===== config.mk =====
export PLATFORM = sky130hd
export DESIGN_NAME = if_prefetch_buffer
export DESIGN_NICKNAME = d
export VERILOG_FILES = /design/src/rtl/if_prefetch_buffer.sv
export SDC_FILE = /design/constraint.sdc
export NUM_CORES = 1
export LEC_CHECK = 0
export ABC_AREA = 1
export ABC_CLOCK_PERIOD_IN_PS = 5900
export CAP_MARGIN = 40
export CORE_ASPECT_RATIO = 1.4
export CORE_MARGIN = 4
export CORE_UTILIZATION = 40
export DETAILED_ROUTE_END_ITERATION = 12
export GPL_ROUTABILITY_DRIVEN = 0
export SLEW_MARGIN = 20
export SYNTH_ARGS = -nofsm -noshare
export SYNTH_HDL_FRONTEND = slang
export SYNTH_SLANG_ARGS = --single-unit

===== constraint.sdc =====
create_clock -name clk -period 5.9 [get_ports clk]
set_clock_uncertainty 0.15 [all_clocks]
set_input_delay 1.18 -clock clk [delete_from_list [all_inputs] [get_ports clk]]
set_output_delay 1.18 -clock clk [all_outputs]
set_load 0.1 [all_outputs]

===== src/rtl/if_prefetch_buffer.sv =====
// -----------------------------------------------------------------------------
// if_prefetch_buffer
//
// Instruction-fetch prefetch buffer. It issues word-aligned fetch requests to
// an in-order instruction memory and queues the returned words together with
// their PCs in a small FIFO that feeds the IF/ID pipeline register. A
// redirect (taken branch/jump) flushes the FIFO and marks every response
// still in flight as stale, so those responses are dropped when they arrive.
//
// Parameters
//   DEPTH            FIFO entries (power of two, 2..16)
//   MAX_OUTSTANDING  maximum in-flight memory requests (1..DEPTH)
//   RESET_PC         first fetch address after reset
//
// Ports
//   clk            in   sole clock, rising edge
//   rst            in   synchronous active-high reset
//   imem_req_o     out  fetch request valid
//   imem_addr_o    out  fetch address (word aligned)
//   imem_gnt_i     in   request accepted this cycle
//   imem_rvalid_i  in   response data valid (in order)
//   imem_rdata_i   in   instruction word
//   redirect_i     in   flush and refetch from redirect_pc_i
//   redirect_pc_i  in   new fetch PC, bits [1:0] ignored
//   instr_valid_o  out  FIFO head valid
//   instr_ready_i  in   IF/ID accepts the head
//   instr_o        out  head instruction
//   pc_o           out  head PC
//   pc_plus_4_o    out  head PC + 4 (mod 2^32)
// -----------------------------------------------------------------------------
module if_prefetch_buffer #(
  parameter int unsigned DEPTH           = 4,
  parameter int unsigned MAX_OUTSTANDING = 2,
  parameter logic [31:0] RESET_PC        = 32'h0000_0000
) (
  input  logic        clk,
  input  logic        rst,
  output logic        imem_req_o,
  output logic [31:0] imem_addr_o,
  input  logic        imem_gnt_i,
  input  logic        imem_rvalid_i,
  input  logic [31:0] imem_rdata_i,
  input  logic        redirect_i,
  input  logic [31:0] redirect_pc_i,
  output logic        instr_valid_o,
  input  logic        instr_ready_i,
  output logic [31:0] instr_o,
  output logic [31:0] pc_o,
  output logic [31:0] pc_plus_4_o
);

  localparam int unsigned PW = (DEPTH > 1) ? $clog2(DEPTH) : 1;
  // Two extra bits so that sums such as count+pending never overflow.
  localparam int unsigned CW = $clog2(DEPTH) + 2;

  typedef logic [PW-1:0] ptr_t;
  typedef logic [CW-1:0] cnt_t;

  // FIFO storage
  logic [31:0] r_mem_instr [DEPTH];
  logic [31:0] r_mem_pc    [DEPTH];
  ptr_t        r_wr_ptr;
  ptr_t        r_rd_ptr;

  // Bookkeeping state
  cnt_t        r_count;
  cnt_t        r_pending;
  cnt_t        r_discard;
  logic [31:0] r_fetch_pc;
  logic [31:0] r_resp_pc;

  // Decoded per-cycle events
  logic        w_head_valid;
  logic        w_req;
  logic        w_grant;
  logic        w_rv_ok;
  logic        w_drop;
  logic        w_push;
  logic        w_valid;
  logic        w_pop;
  logic [31:0] w_redirect_pc;
  logic        w_unused_pc_lsb;

  // Event decode: request gating, response classification, pop handshake.
  always_comb begin
    w_head_valid    = (r_count != '0);
    w_redirect_pc   = {redirect_pc_i[31:2], 2'b00};
    w_unused_pc_lsb = ^redirect_pc_i[1:0];
    // Room is reserved for every kept in-flight response, so the FIFO can
    // never overflow; stale responses are bounded by MAX_OUTSTANDING only.
    w_req   = ~rst & ~redirect_i
            & ((r_count + r_pending) < cnt_t'(DEPTH))
            & ((r_pending + r_discard) < cnt_t'(MAX_OUTSTANDING));
    w_grant = w_req & imem_gnt_i;
    // A response with nothing in flight is a protocol error and is ignored.
    w_rv_ok = imem_rvalid_i & ((r_pending + r_discard) != '0);
    w_drop  = w_rv_ok & (r_discard != '0);
    w_push  = w_rv_ok & (r_discard == '0);
    w_valid = w_head_valid & ~redirect_i & ~rst;
    w_pop   = w_valid & instr_ready_i;
  end

  // Control state: PCs, counters and FIFO pointers; redirect wins over all.
  always_ff @(posedge clk) begin
    if (rst) begin
      r_fetch_pc <= RESET_PC;
      r_resp_pc  <= RESET_PC;
      r_count    <= '0;
      r_pending  <= '0;
      r_discard  <= '0;
      r_wr_ptr   <= '0;
      r_rd_ptr   <= '0;
    end else if (redirect_i) begin
      r_fetch_pc <= w_redirect_pc;
      r_resp_pc  <= w_redirect_pc;
      r_count    <= '0;
      r_wr_ptr   <= '0;
      r_rd_ptr   <= '0;
      // Everything still in flight becomes stale, minus a response landing now.
      r_discard  <= r_pending + r_discard - cnt_t'(w_rv_ok);
      r_pending  <= '0;
    end else begin
      if (w_grant) begin
        r_fetch_pc <= r_fetch_pc + 32'd4;
      end
      if (w_push) begin
        r_resp_pc <= r_resp_pc + 32'd4;
        r_wr_ptr  <= r_wr_ptr + ptr_t'(1);
      end
      if (w_pop) begin
        r_rd_ptr <= r_rd_ptr + ptr_t'(1);
      end
      r_pending <= r_pending + cnt_t'(w_grant) - cnt_t'(w_push);
      r_discard <= r_discard - cnt_t'(w_drop);
      r_count   <= r_count + cnt_t'(w_push) - cnt_t'(w_pop);
    end
  end

  // FIFO data write; contents need no reset because count gates the head.
  always_ff @(posedge clk) begin
    if (!rst && !redirect_i && w_push) begin
      r_mem_instr[r_wr_ptr] <= imem_rdata_i;
      r_mem_pc[r_wr_ptr]    <= r_resp_pc;
    end
  end

  // Output drive; the head fields read as zero while the FIFO is empty.
  always_comb begin
    imem_req_o    = w_req;
    imem_addr_o   = r_fetch_pc;
    instr_valid_o = w_valid;
    if (w_head_valid) begin
      instr_o     = r_mem_instr[r_rd_ptr];
      pc_o        = r_mem_pc[r_rd_ptr];
      pc_plus_4_o = r_mem_pc[r_rd_ptr] + 32'd4;
    end else begin
      instr_o     = 32'h0000_0000;
      pc_o        = 32'h0000_0000;
      pc_plus_4_o = 32'h0000_0000;
    end
  end

endmodule


# Word level (Yosys, flattened, before mapping)
# Memory sizes are Yosys's and may differ from the RTL's. A register that Yosys moved wholly into a read port is not among the register bits.
# Index checks and enable logic that the tools add are counted.
totals:
  ramBits: 256
  out_inout_bits: 130
  ff_bits: 80
  mem_count: 2
  word_cells: 63
op_classes:
  n_lt_le_gt_ge: 2
  n_reduce_logical: 11
  n_bitwise: 12
  add_sub_neg: 13
  mux: 14
mem_list:
  columns: ["memory", "depth", "width", "rd", "rd_clocked_by_memory_dff", "wr", "line_no", "rtl"]
  rows:
  - ["r_mem_instr", 4, 32, 1, 1, 1, "60", "logic [31:0] r_mem_instr [DEPTH];"]
  - ["r_mem_pc", 4, 32, 1, 1, 1, "61", "logic [31:0] r_mem_pc [DEPTH];"]
ops:
  columns: ["operator", "n"]
  rows:
  - ["32-bit two-way mux", 7]
  - ["32-bit by 3-bit adder with 32-bit output, second input constant", 3]
  - ["4-bit by 1-bit subtractor with 4-bit output", 4]
  - ["4-bit nonzero test", 3]
  - ["1-bit AND", 10]
  - ["4-bit by 1-bit adder with 4-bit output", 2]
  - ["4-bit adder", 2]
  - ["2-bit two-way mux", 4]
  - ["2-bit by 1-bit adder with 2-bit output, second input constant", 2]
  - ["4-bit logical NOT", 1]
  - ["4-bit by 2-bit < comparator with 1-bit output, second input constant", 1]
  - ["4-bit by 3-bit < comparator with 1-bit output, second input constant", 1]
  - ["4-bit two-way mux", 1]
  - ["2-bit nonzero test", 2]
  - ["1-bit logical AND", 2]
  - ["1-bit logical NOT", 2]
  - ["1-bit two-way mux", 2]
  - ["1-bit inverter", 2]
  - ["2-bit OR reduction", 1]

# Depth between registers and ports, before layout
# Gate-level depths: netlist of run 1.
logic_depth:
  word_depth: 7
  depth_mapped: 19
  mapped_depth_nobuf: 18

# Worst setup path before layout of run 1
# OpenSTA, ideal clock, no wires.
synth_path:
  kind: "reg-to-output"
  startpoint: "register r_count[2]"
  endpoint: "output port pc_plus_4_o[6]"
  slack_ps: 676
  t_arrival_ps: 3894
  path_stages_with_launch: 9
  path_buffers: 1
  cell_sequence: "dfxtp_1 inv_1 ha_1 nand2_1 inv_1 clkbuf_1 nor2_1 a21oi_1 a21oi_1"
synth_via:
  elab_chain_cells: 2
synth_lines:
  columns: ["element", "line_no", "rtl"]
  rows:
  - ["start, declared", "66", "cnt_t r_count;"]
  - ["start signal, assigned", "135", "r_count <= r_count + cnt_t'(w_push) - cnt_t'(w_pop);"]
  - ["4-bit nonzero test", "86", "w_head_valid = (r_count != '0);"]
  - ["32-bit two-way mux", "152", "if (w_head_valid) begin"]
  - ["end, declared", "49", "output logic [31:0] pc_plus_4_o"]
# Every way passes these cells.

==> Implementation_results.wiki, run 1 <==
{| class="wikitable"
! Metric !! Value
|-
| Standard-cell rows || slightly below 90
|-
| Final-report max-slew violation count || 0
|-
| Die Span Y || 251 um
|-
| Placed wire-length estimate after detailed placement || 33700 um
|-
| Synth area leaders || sky130_fd_sc_hd__edfxtp_1, sky130_fd_sc_hd__nand2_1, sky130_fd_sc_hd__dfxtp_1
|-
| Area share of the largest cell type after synthesis || between 40% and 50%
|-
| # IOs || 200
|-
| Max cap viols || 0
|-
| Number of filler instances in the final layout || just under 4000
|-
| Final non-filler cell area || slightly above 0.02 mm2
|-
| Part of the power in registers || 37.9%
|-
| Ant. Diodes || 0
|-
| Fraction of power consumed by the clock network || 30.0%
|-
| Synthesis warning total || 0
|-
| TritonCTS clock tree || built
|-
| Avg Vias per Cell || about 5
|-
| Worst path required time || about 4600 ps
|-
| Sum of routed wire length over all layers || 48200 um
|-
| WL per Instance || 17.0 um
|-
| Number of global-route vias before repair || 14100
|-
| Final-layout setup total negative slack || 0 ps
|-
| Final worst path period share || between 80% and 90%
|-
| Biggest area consumer among synthesized cells || sky130_fd_sc_hd__edfxtp_1
|-
| Share of final-layout standard cells stronger than drive strength 1 || 10.9%
|-
| Pin slew with the least headroom to its limit || 851 ps
|-
| Largest fanout on the critical path || 72
|-
| DRT antenna net count || 0
|-
| Most instantiated library cell after synthesis || sky130_fd_sc_hd__nand2_1
|-
| Maximum buffer depth of the clock tree || 3
|-
| Leakage power of the design || 0.00835 uW
|-
| Initial Utilization || 40.7%
|-
| Comb pwr share || 32.1%
|-
| Post-synth cell types || 38
|-
| Net Sw Frac || between 30% and 40%
|-
| Hold violation total from the final report || 0
|-
| Area used by multi-input combinational logic || 0.00691 mm2
|-
| Number of enable-type register cells in the synthesized netlist || roughly 250
|-
| Footprint of the flip-flops and latches || 0.00901 mm2
|-
| Pin count of the biggest net entering global routing || 73
|-
| Peak Freq || 193 MHz
|-
| DP Area || 0.0196 mm2
|-
| First-pass GRT wire length || 75200 um
|-
| Grt total ovfl || 0
|-
| Run status || finished, final reports clean
|-
| Clock-pin transition on the worst setup and hold timing paths || 60 ps
|-
| TritonCTS Buffers || 34
|-
| Post-synthesis async set-or-reset flop share || 0%
|-
| Later-pin clock latency in the skew report || 520 ps
|-
| Post-Synthesis Cells || 2072
|-
| Origin of the worst min-delay path || r_rd_ptr[1]
|-
| Area of the core region || 0.0415 mm2
|-
| RSZ-0062 raised after global routing || no
|-
| Dominant register cell in the synthesized netlist || sky130_fd_sc_hd__edfxtp_1
|-
| Remaining routing DRC violations || 0
|-
| Initial antenna violation count || 0
|-
| Router iterations before antenna repair || 5
|-
| Number of port buffers || 191
|-
| Global-route total usage across every layer || between 20% and 30%
|-
| Total die area || 0.0456 mm2
|-
| Top cells by instance count after synthesis || sky130_fd_sc_hd__nand2_1, sky130_fd_sc_hd__nor2_1, sky130_fd_sc_hd__edfxtp_1
|-
| Nets || 2371
|-
| Maximum VDD drop || 195 uV
|-
| Final setup fails || 0
|-
| Final critical-path required period || 5190 ps
|-
| CTS sink count || 326
|-
| Flip-flop and latch count after synthesis || 326
|-
| Die W || 182 um
|-
| Library cell used as clock root buffer || sky130_fd_sc_hd__clkbuf_16
|-
| Internal || 4460 uW
|-
| H-tree level count || 2
|-
| Layout Area Growth over Synthesis || 23.0%
|-
| Sequential area share after synthesis || between 50% and 60%
|-
| Per-instance average area after synthesis || approximately 8 um2
|-
| Drt first-iter violations || 866
|-
| Switching power || 2750 uW
|-
| Endpoint kind of the worst setup timing path || output port
|-
| Cell area power density || ~350 mW/mm2
|-
| Reg-to-Reg Start || r_pending[1]
|-
| Hold-fix buffers at CTS || 0
|-
| Number of buffers added for setup after CTS || 0
|-
| Resized Gates After CTS || 0
|-
| Number of vias after detailed routing || 14400
|-
| Summed instance area of the synthesized netlist || 0.0169 mm2
|-
| Kind of path behind the tightest hold check || reg -> reg
|-
| Critical path start-end classification || reg -> out
|-
| Category of the worst setup path launch point || flop
|-
| Data arrival at the endpoint of the critical path || 3860 ps
|-
| Rel. slew slack || between 40% and 50%
|}
-- layer usage --
metal	track usage, %	vias up	part of all wire [%]
met2	36.7	450	51
met4	7.85	0	3.5
met3	2.79	102	5.0
li1	-	7161	-
met5	0	-	0
met1	24.9	6728	41
-- stage by stage --
stage	power (uW)	setup WS, ps	utilization [%]	cells	hold slack, ps
global placement	5010	1150	46.0	2743	320
floorplan	4430	676	-	2077	307
CTS	7260	645	50.0	2838	356
global route	7510	327	50.0	2839	373
finish	7210	713	50.0	2839	356
detailed placement	5090	1120	47.3	2776	338
-- worst max-delay path, cell delays in order (launching register included) --
cell                      delay (ps)
sky130_fd_sc_hd__dfxtp_4         350
sky130_fd_sc_hd__inv_2           550
sky130_fd_sc_hd__buf_4           720
sky130_fd_sc_hd__nand2_1         170
sky130_fd_sc_hd__nand2_1         110
sky130_fd_sc_hd__nand2_1          50
sky130_fd_sc_hd__nand2_1         150
sky130_fd_sc_hd__nand2_1         120
sky130_fd_sc_hd__nor2_1          120
sky130_fd_sc_hd__nand2_1         120
sky130_fd_sc_hd__nor2_2          240
sky130_fd_sc_hd__nand2_1         100
sky130_fd_sc_hd__nand2_1          60
sky130_fd_sc_hd__nand2_1          50
sky130_fd_sc_hd__nor2_1          100
sky130_fd_sc_hd__buf_4           300
-- cell usage in the layout (no fill, tap or decap), types with 4 or more instances in the layout --
cell type / count
sky130_fd_sc_hd__nand2_1: 654
sky130_fd_sc_hd__nor2_1: 352
sky130_fd_sc_hd__edfxtp_1: 248
sky130_fd_sc_hd__nand3_1: 143
sky130_fd_sc_hd__inv_1: 132
sky130_fd_sc_hd__o21ai_0: 114
sky130_fd_sc_hd__buf_4: 106
sky130_fd_sc_hd__clkdlybuf4s50_1: 96
sky130_fd_sc_hd__a21oi_1: 91
sky130_fd_sc_hd__dfxtp_1: 76
sky130_fd_sc_hd__clkbuf_16: 34
sky130_fd_sc_hd__buf_8: 30
sky130_fd_sc_hd__ha_1: 25
sky130_fd_sc_hd__xor2_1: 24
sky130_fd_sc_hd__nand4_1: 17
sky130_fd_sc_hd__nand2_2: 17
sky130_fd_sc_hd__xnor2_1: 16
sky130_fd_sc_hd__nor2_2: 15
sky130_fd_sc_hd__nor3_1: 14
sky130_fd_sc_hd__buf_12: 14
sky130_fd_sc_hd__nand3b_1: 10
sky130_fd_sc_hd__clkbuf_1: 8
sky130_fd_sc_hd__inv_2: 6
sky130_fd_sc_hd__nor2_4: 6
sky130_fd_sc_hd__conb_1: 6
sky130_fd_sc_hd__clkinv_1: 5
sky130_fd_sc_hd__bufinv_16: 4
-- power by group through the flow --
stage | Clock [uW] | Sequential [uW] | Combinational, uW
after CTS | 2210 | 2730 | 2320
after floorplan | 0 | 2870 | 1560
after detailed placement | 0 | 2780 | 2310
after global routing | 2300 | 2750 | 2470
after global placement | 0 | 2780 | 2230
final | 2160 | 2730 | 2310
-- state kept, by name (all words and copies together), names as in the netlist, named ones only --
| signal | count |
|---|---|
| r_pending | 4 |
| r_wr_ptr | 2 |
| r_resp_pc | 30 |
| r_rd_ptr | 2 |
| r_discard | 4 |
| r_mem_instr | 128 |
| r_count | 4 |
| r_mem_pc | 120 |
| imem_addr_o | 30 |
-- cell families after synthesis --
| group | after synthesis | synth area share (%) |
|---|---|---|
| other | 1 | 0.0222 |
| adder cells (fa/ha/maj) | 28 | 2.21 |
| AO/OA/AOI/OAI | 219 | 6.69 |
| buffers and inverters | 227 | 5.97 |
| AND/OR/NAND/NOR | 1231 | 29.7 |
| flip-flops | 326 | 53.4 |
| XOR/XNOR | 40 | 2.08 |
-- worst paths after layout --
| path | endpoint | slack, ps | cells past startpoint |
|---|---|---|---|
| min | r_rd_ptr[1] | 360 | 1 |
| max reg2reg | r_mem_pc[0][6] | 1440 | 12 |
| min reg2reg | r_rd_ptr[1] | 360 | 1 |
| max | pc_plus_4_o[28] | 710 | 15 |
-- cell type report --
cell class,count,area share (%)
timing repair buffer,248,12.1
sequential,326,43.4
multi-input combinational,1524,33.3
clock inverter,19,1.09
clock buffer,43,4.31
inverter,139,2.51
tap,540,3.25
Power figures use the tool's default switching activity.
==> inputs of run 2 (changes only) <==
--- a/config.mk
+++ b/config.mk
@@ -7,7 +7,6 @@
 export LEC_CHECK = 0
 export ABC_AREA = 1
 export ABC_CLOCK_PERIOD_IN_PS = 5900
-export CAP_MARGIN = 40
 export CORE_ASPECT_RATIO = 1.4
 export CORE_MARGIN = 4
 export CORE_UTILIZATION = 40
==> constraint.sdc (replaced) <==
create_clock -name clk -period 5.9 [get_ports clk]
set_clock_uncertainty 0.15 [all_clocks]
set_input_delay 1.18 -clock clk [delete_from_list [all_inputs] [get_ports clk]]
set_output_delay 1.18 -clock clk [all_outputs]
set_load 0.01 [all_outputs]
==> run 2 against run 1 <==
Sequential share of layout area rose by 1.0 points; via count fell by 1.0%; highest routed layer unchanged; global-route usage is 0.23 points lower.
==> Implementation_results.wiki, run 2 (synthesis gave the netlist of run 1 again) <==
{| class="wikitable"
! Metric !! Value
|-
| Most common library cell in the layout ignoring fill and taps || sky130_fd_sc_hd__nand2_1 (unchanged)
|-
| Share of final-layout standard cells stronger than drive strength 1 || 5.30% (was 10.9%)
|-
| Data arrival at the endpoint of the critical path || 3780 ps (was 3860 ps)
|-
| Critical path cell sequence || inv_2 > o211ai_1 > nand2_1 > ha_1 > inv_1 > nor2_1 > nand2_1 > nor2_1 > nand3_1 > nand2_1 > nand2_1 > nor2_1 > clkdlybuf4s50_1 (was inv_2 > buf_4 > nand2_1 > nand2_1 > nand2_1 > nand2_1 > nand2_1 > nor2_1 > nand2_1 > nor2_2 > nand2_1 > nand2_1 > nand2_1 > nor2_1 > buf_4)
|-
| Worst path required time || 4570 ps (about the same)
|-
| Drt first-iter violations || 788 (was 866)
|-
| Grt total ovfl || 0 (unchanged)
|-
| Number of buffers added for setup after CTS || 0 (unchanged)
|-
| Clock-pin transition on the worst setup and hold timing paths || 60 ps (about the same)
|-
| Number of global-route vias before repair || 14000 (was 14100)
|-
| Final-layout setup total negative slack || 0 ps (unchanged)
|-
| Net Sw Frac || 29.4% (was 38.1%)
|-
| Number of port buffers || 191 (unchanged)
|-
| Critical path start-end classification || reg -> out (unchanged)
|-
| Kind of path behind the tightest hold check || reg -> reg (unchanged)
|-
| Origin of the worst min-delay path || r_rd_ptr[1] (unchanged)
|-
| Max cap viols || 0 (unchanged)
|-
| Placed wire-length estimate after detailed placement || 32900 um (was 33700 um)
|-
| Router iterations before antenna repair || 5 (unchanged)
|-
| Final non-filler cell area || 0.0203 mm2 (was 0.0208 mm2)
|-
| Initial Utilization || 40.7% (unchanged)
|-
| Met2 routed wirelength || 23600 um (was 24400 um)
|-
| Resized Gates After CTS || 0 (unchanged)
|-
| Nets || 2339 (was 2371)
|-
| Hold violation total from the final report || 0 (unchanged)
|-
| Run status || finished, final reports clean (unchanged)
|-
| Fraction of power consumed by the clock network || 33.4% (was 30.0%)
|-
| Peak Freq || 196 MHz (was 193 MHz)
|-
| Category of the worst setup path launch point || flop (unchanged)
|-
| # IOs || 200 (unchanged)
|-
| Maximum buffer depth of the clock tree || 3 (unchanged)
|-
| Die W || 182 um (unchanged)
|-
| Endpoint kind of the worst setup timing path || output port (unchanged)
|-
| Number of cells on the worst reg-to-reg path || 11 (was 12)
|-
| Largest fanout on the critical path || 20 (was 72)
|-
| Global-route total usage across every layer || 20.2% (was 20.5%)
|-
| Number of vias after detailed routing || 14300 (was 14400)
|-
| DRT antenna net count || 0 (unchanged)
|-
| H-tree level count || 2 (unchanged)
|-
| Flip-flop count of the largest register, all copies and words added || 128 (unchanged)
|-
| Die Span Y || 251 um (unchanged)
|-
| Ant. Diodes || 0 (unchanged)
|-
| Area of the core region || 0.0415 mm2 (unchanged)
|-
| CTS sink count || 326 (unchanged)
|-
| Final worst path period share || 86.7% (was 87.9%)
|-
| Slowest stage delay, CP || 570 ps (was 720 ps)
|-
| Initial antenna violation count || 0 (unchanged)
|-
| TritonCTS clock tree || built (unchanged)
|-
| RSZ-0062 raised after global routing || no (unchanged)
|-
| First-pass GRT wire length || 74300 um (was 75200 um)
|-
| Total die area || 0.0456 mm2 (unchanged)
|-
| WL per Instance || 16.9 um (was 17.0 um)
|-
| Registers with the highest flip-flop counts || r_mem_instr: 128 flops, r_mem_pc: 120 flops (unchanged)
|-
| Pin slew with the least headroom to its limit || 989 ps (was 851 ps)
|-
| Sum of routed wire length over all layers || 47300 um (was 48200 um)
|-
| Slowest cell on crit path || sky130_fd_sc_hd__clkdlybuf4s50_1 (was sky130_fd_sc_hd__buf_4)
|-
| Avg Vias per Cell || 5.10 (was 5.09)
|-
| Final critical-path required period || 5110 ps (was 5190 ps)
|-
| Library cell used as clock root buffer || sky130_fd_sc_hd__clkbuf_16 (unchanged)
|-
| Maximum VDD drop || 186 uV (was 195 uV)
|-
| Setup slack on the worst flop-to-flop path || 1640 ps (was 1440 ps)
|-
| Final setup fails || 0 (unchanged)
|-
| Pin count of the biggest net entering global routing || 102 (was 73)
|-
| Remaining routing DRC violations || 0 (unchanged)
|-
| Layout Area Growth over Synthesis || 20.2% (was 23.0%)
|-
| Hold-fix buffers at CTS || 0 (unchanged)
|-
| Met1 layer wirelength in the final routing || 18900 um (was 19700 um)
|-
| TritonCTS Buffers || 34 (unchanged)
|-
| Rel. slew slack || 34.1% (was 43.2%)
|-
| Switching power || 1800 uW (was 2750 uW)
|-
| Critical Path Most Common Cell || sky130_fd_sc_hd__nand2_1 (unchanged)
|-
| Standard-cell rows || 88 (unchanged)
|-
| Capture instance of the worst register-to-register path || r_mem_pc[2][5] (was r_mem_pc[0][6])
|-
| DP Area || 0.0192 mm2 (was 0.0196 mm2)
|-
| Worst Hold Depth || 1 (unchanged)
|-
| Most frequent cells in the layout || sky130_fd_sc_hd__nand2_1, sky130_fd_sc_hd__nor2_1, sky130_fd_sc_hd__edfxtp_1 (unchanged)
|-
| Later-pin clock latency in the skew report || 530 ps (was 520 ps)
|-
| Comb pwr share || 21.8% (was 32.1%)
|-
| Most flops, register || r_mem_instr (unchanged)
|-
| Final-report max-slew violation count || 0 (unchanged)
|-
| Leakage power of the design || 0.00785 uW (was 0.00835 uW)
|-
| Reg-to-Reg Start || r_pending[0] (was r_pending[1])
|-
| Top layer in use || met4 (unchanged)
|-
| Cell area power density || 301 mW/mm2 (was 347 mW/mm2)
|-
| Met3 wirelength from detailed routing || 2630 um (was 2400 um)
|-
| Internal || 4310 uW (was 4460 uW)
|-
| Part of the power in registers || 44.8% (was 37.9%)
|}
[run 2: area by class of cell]
class,instances,area [um2]
clock buffers,41,877
clock inverters,18,183
fillers,3949,21200
inverters,139,522
multi-input cells,1524,6910
flip-flops and latches,326,9010
well taps,540,676
repair buffers,216,2110
[run 2: layer usage]
metal	GRT usage, %	up-vias
met1	24.0	6624
met3	3.07	115
met4	8.99	0
li1	-	7100
met2	36.2	454
met5	0	-
[run 2: stage by stage]
| step | hold WS, ps | total power, uW | setup slack [ps] | utilization, % | std cells |
|---|---|---|---|---|---|
| after global routing | 378 | 6440 | 465 | 48.9 | 2804 |
| after CTS | 346 | 6180 | 730 | 48.9 | 2804 |
| after floorplan | 307 | 3520 | 775 | - | 2077 |
| final | 336 | 6110 | 786 | 48.9 | 2804 |
| after detailed placement | 332 | 4130 | 1270 | 46.3 | 2745 |
| after global placement | 324 | 4100 | 1280 | 46.3 | 2745 |
[run 2: critical path: cells and delay by family (launching register included)]
kind	cells	cell delay, ps
simple gates	8	1420
flops	1	380
fa+ha+maj	1	330
buf+inv	3	1010
compound gates	1	120
[run 2: power groups by stage]
stage                     logic (uW)  clock network, uW  registers (uW)
after floorplan                  772                  0            2750
after global placement          1320                  0            2780
after detailed placement        1340                  0            2780
after CTS                       1350               2090            2730
after global routing            1500               2190            2750
final                           1330               2040            2740
[run 2: how the worst max path moves through the flow]
stage / slack (ps) / endpoint / cells past startpoint
2_1_floorplan: 770 / r_mem_instr[0][0] / 5
3_3_place_gp: 1280 / r_mem_instr[3][29] / 7
3_5_place_dp: 1270 / r_mem_instr[3][28] / 7
4_1_cts: 730 / pc_plus_4_o[26] / 13
5_1_grt: 460 / pc_plus_4_o[26] / 13
6_report: 790 / pc_plus_4_o[26] / 13
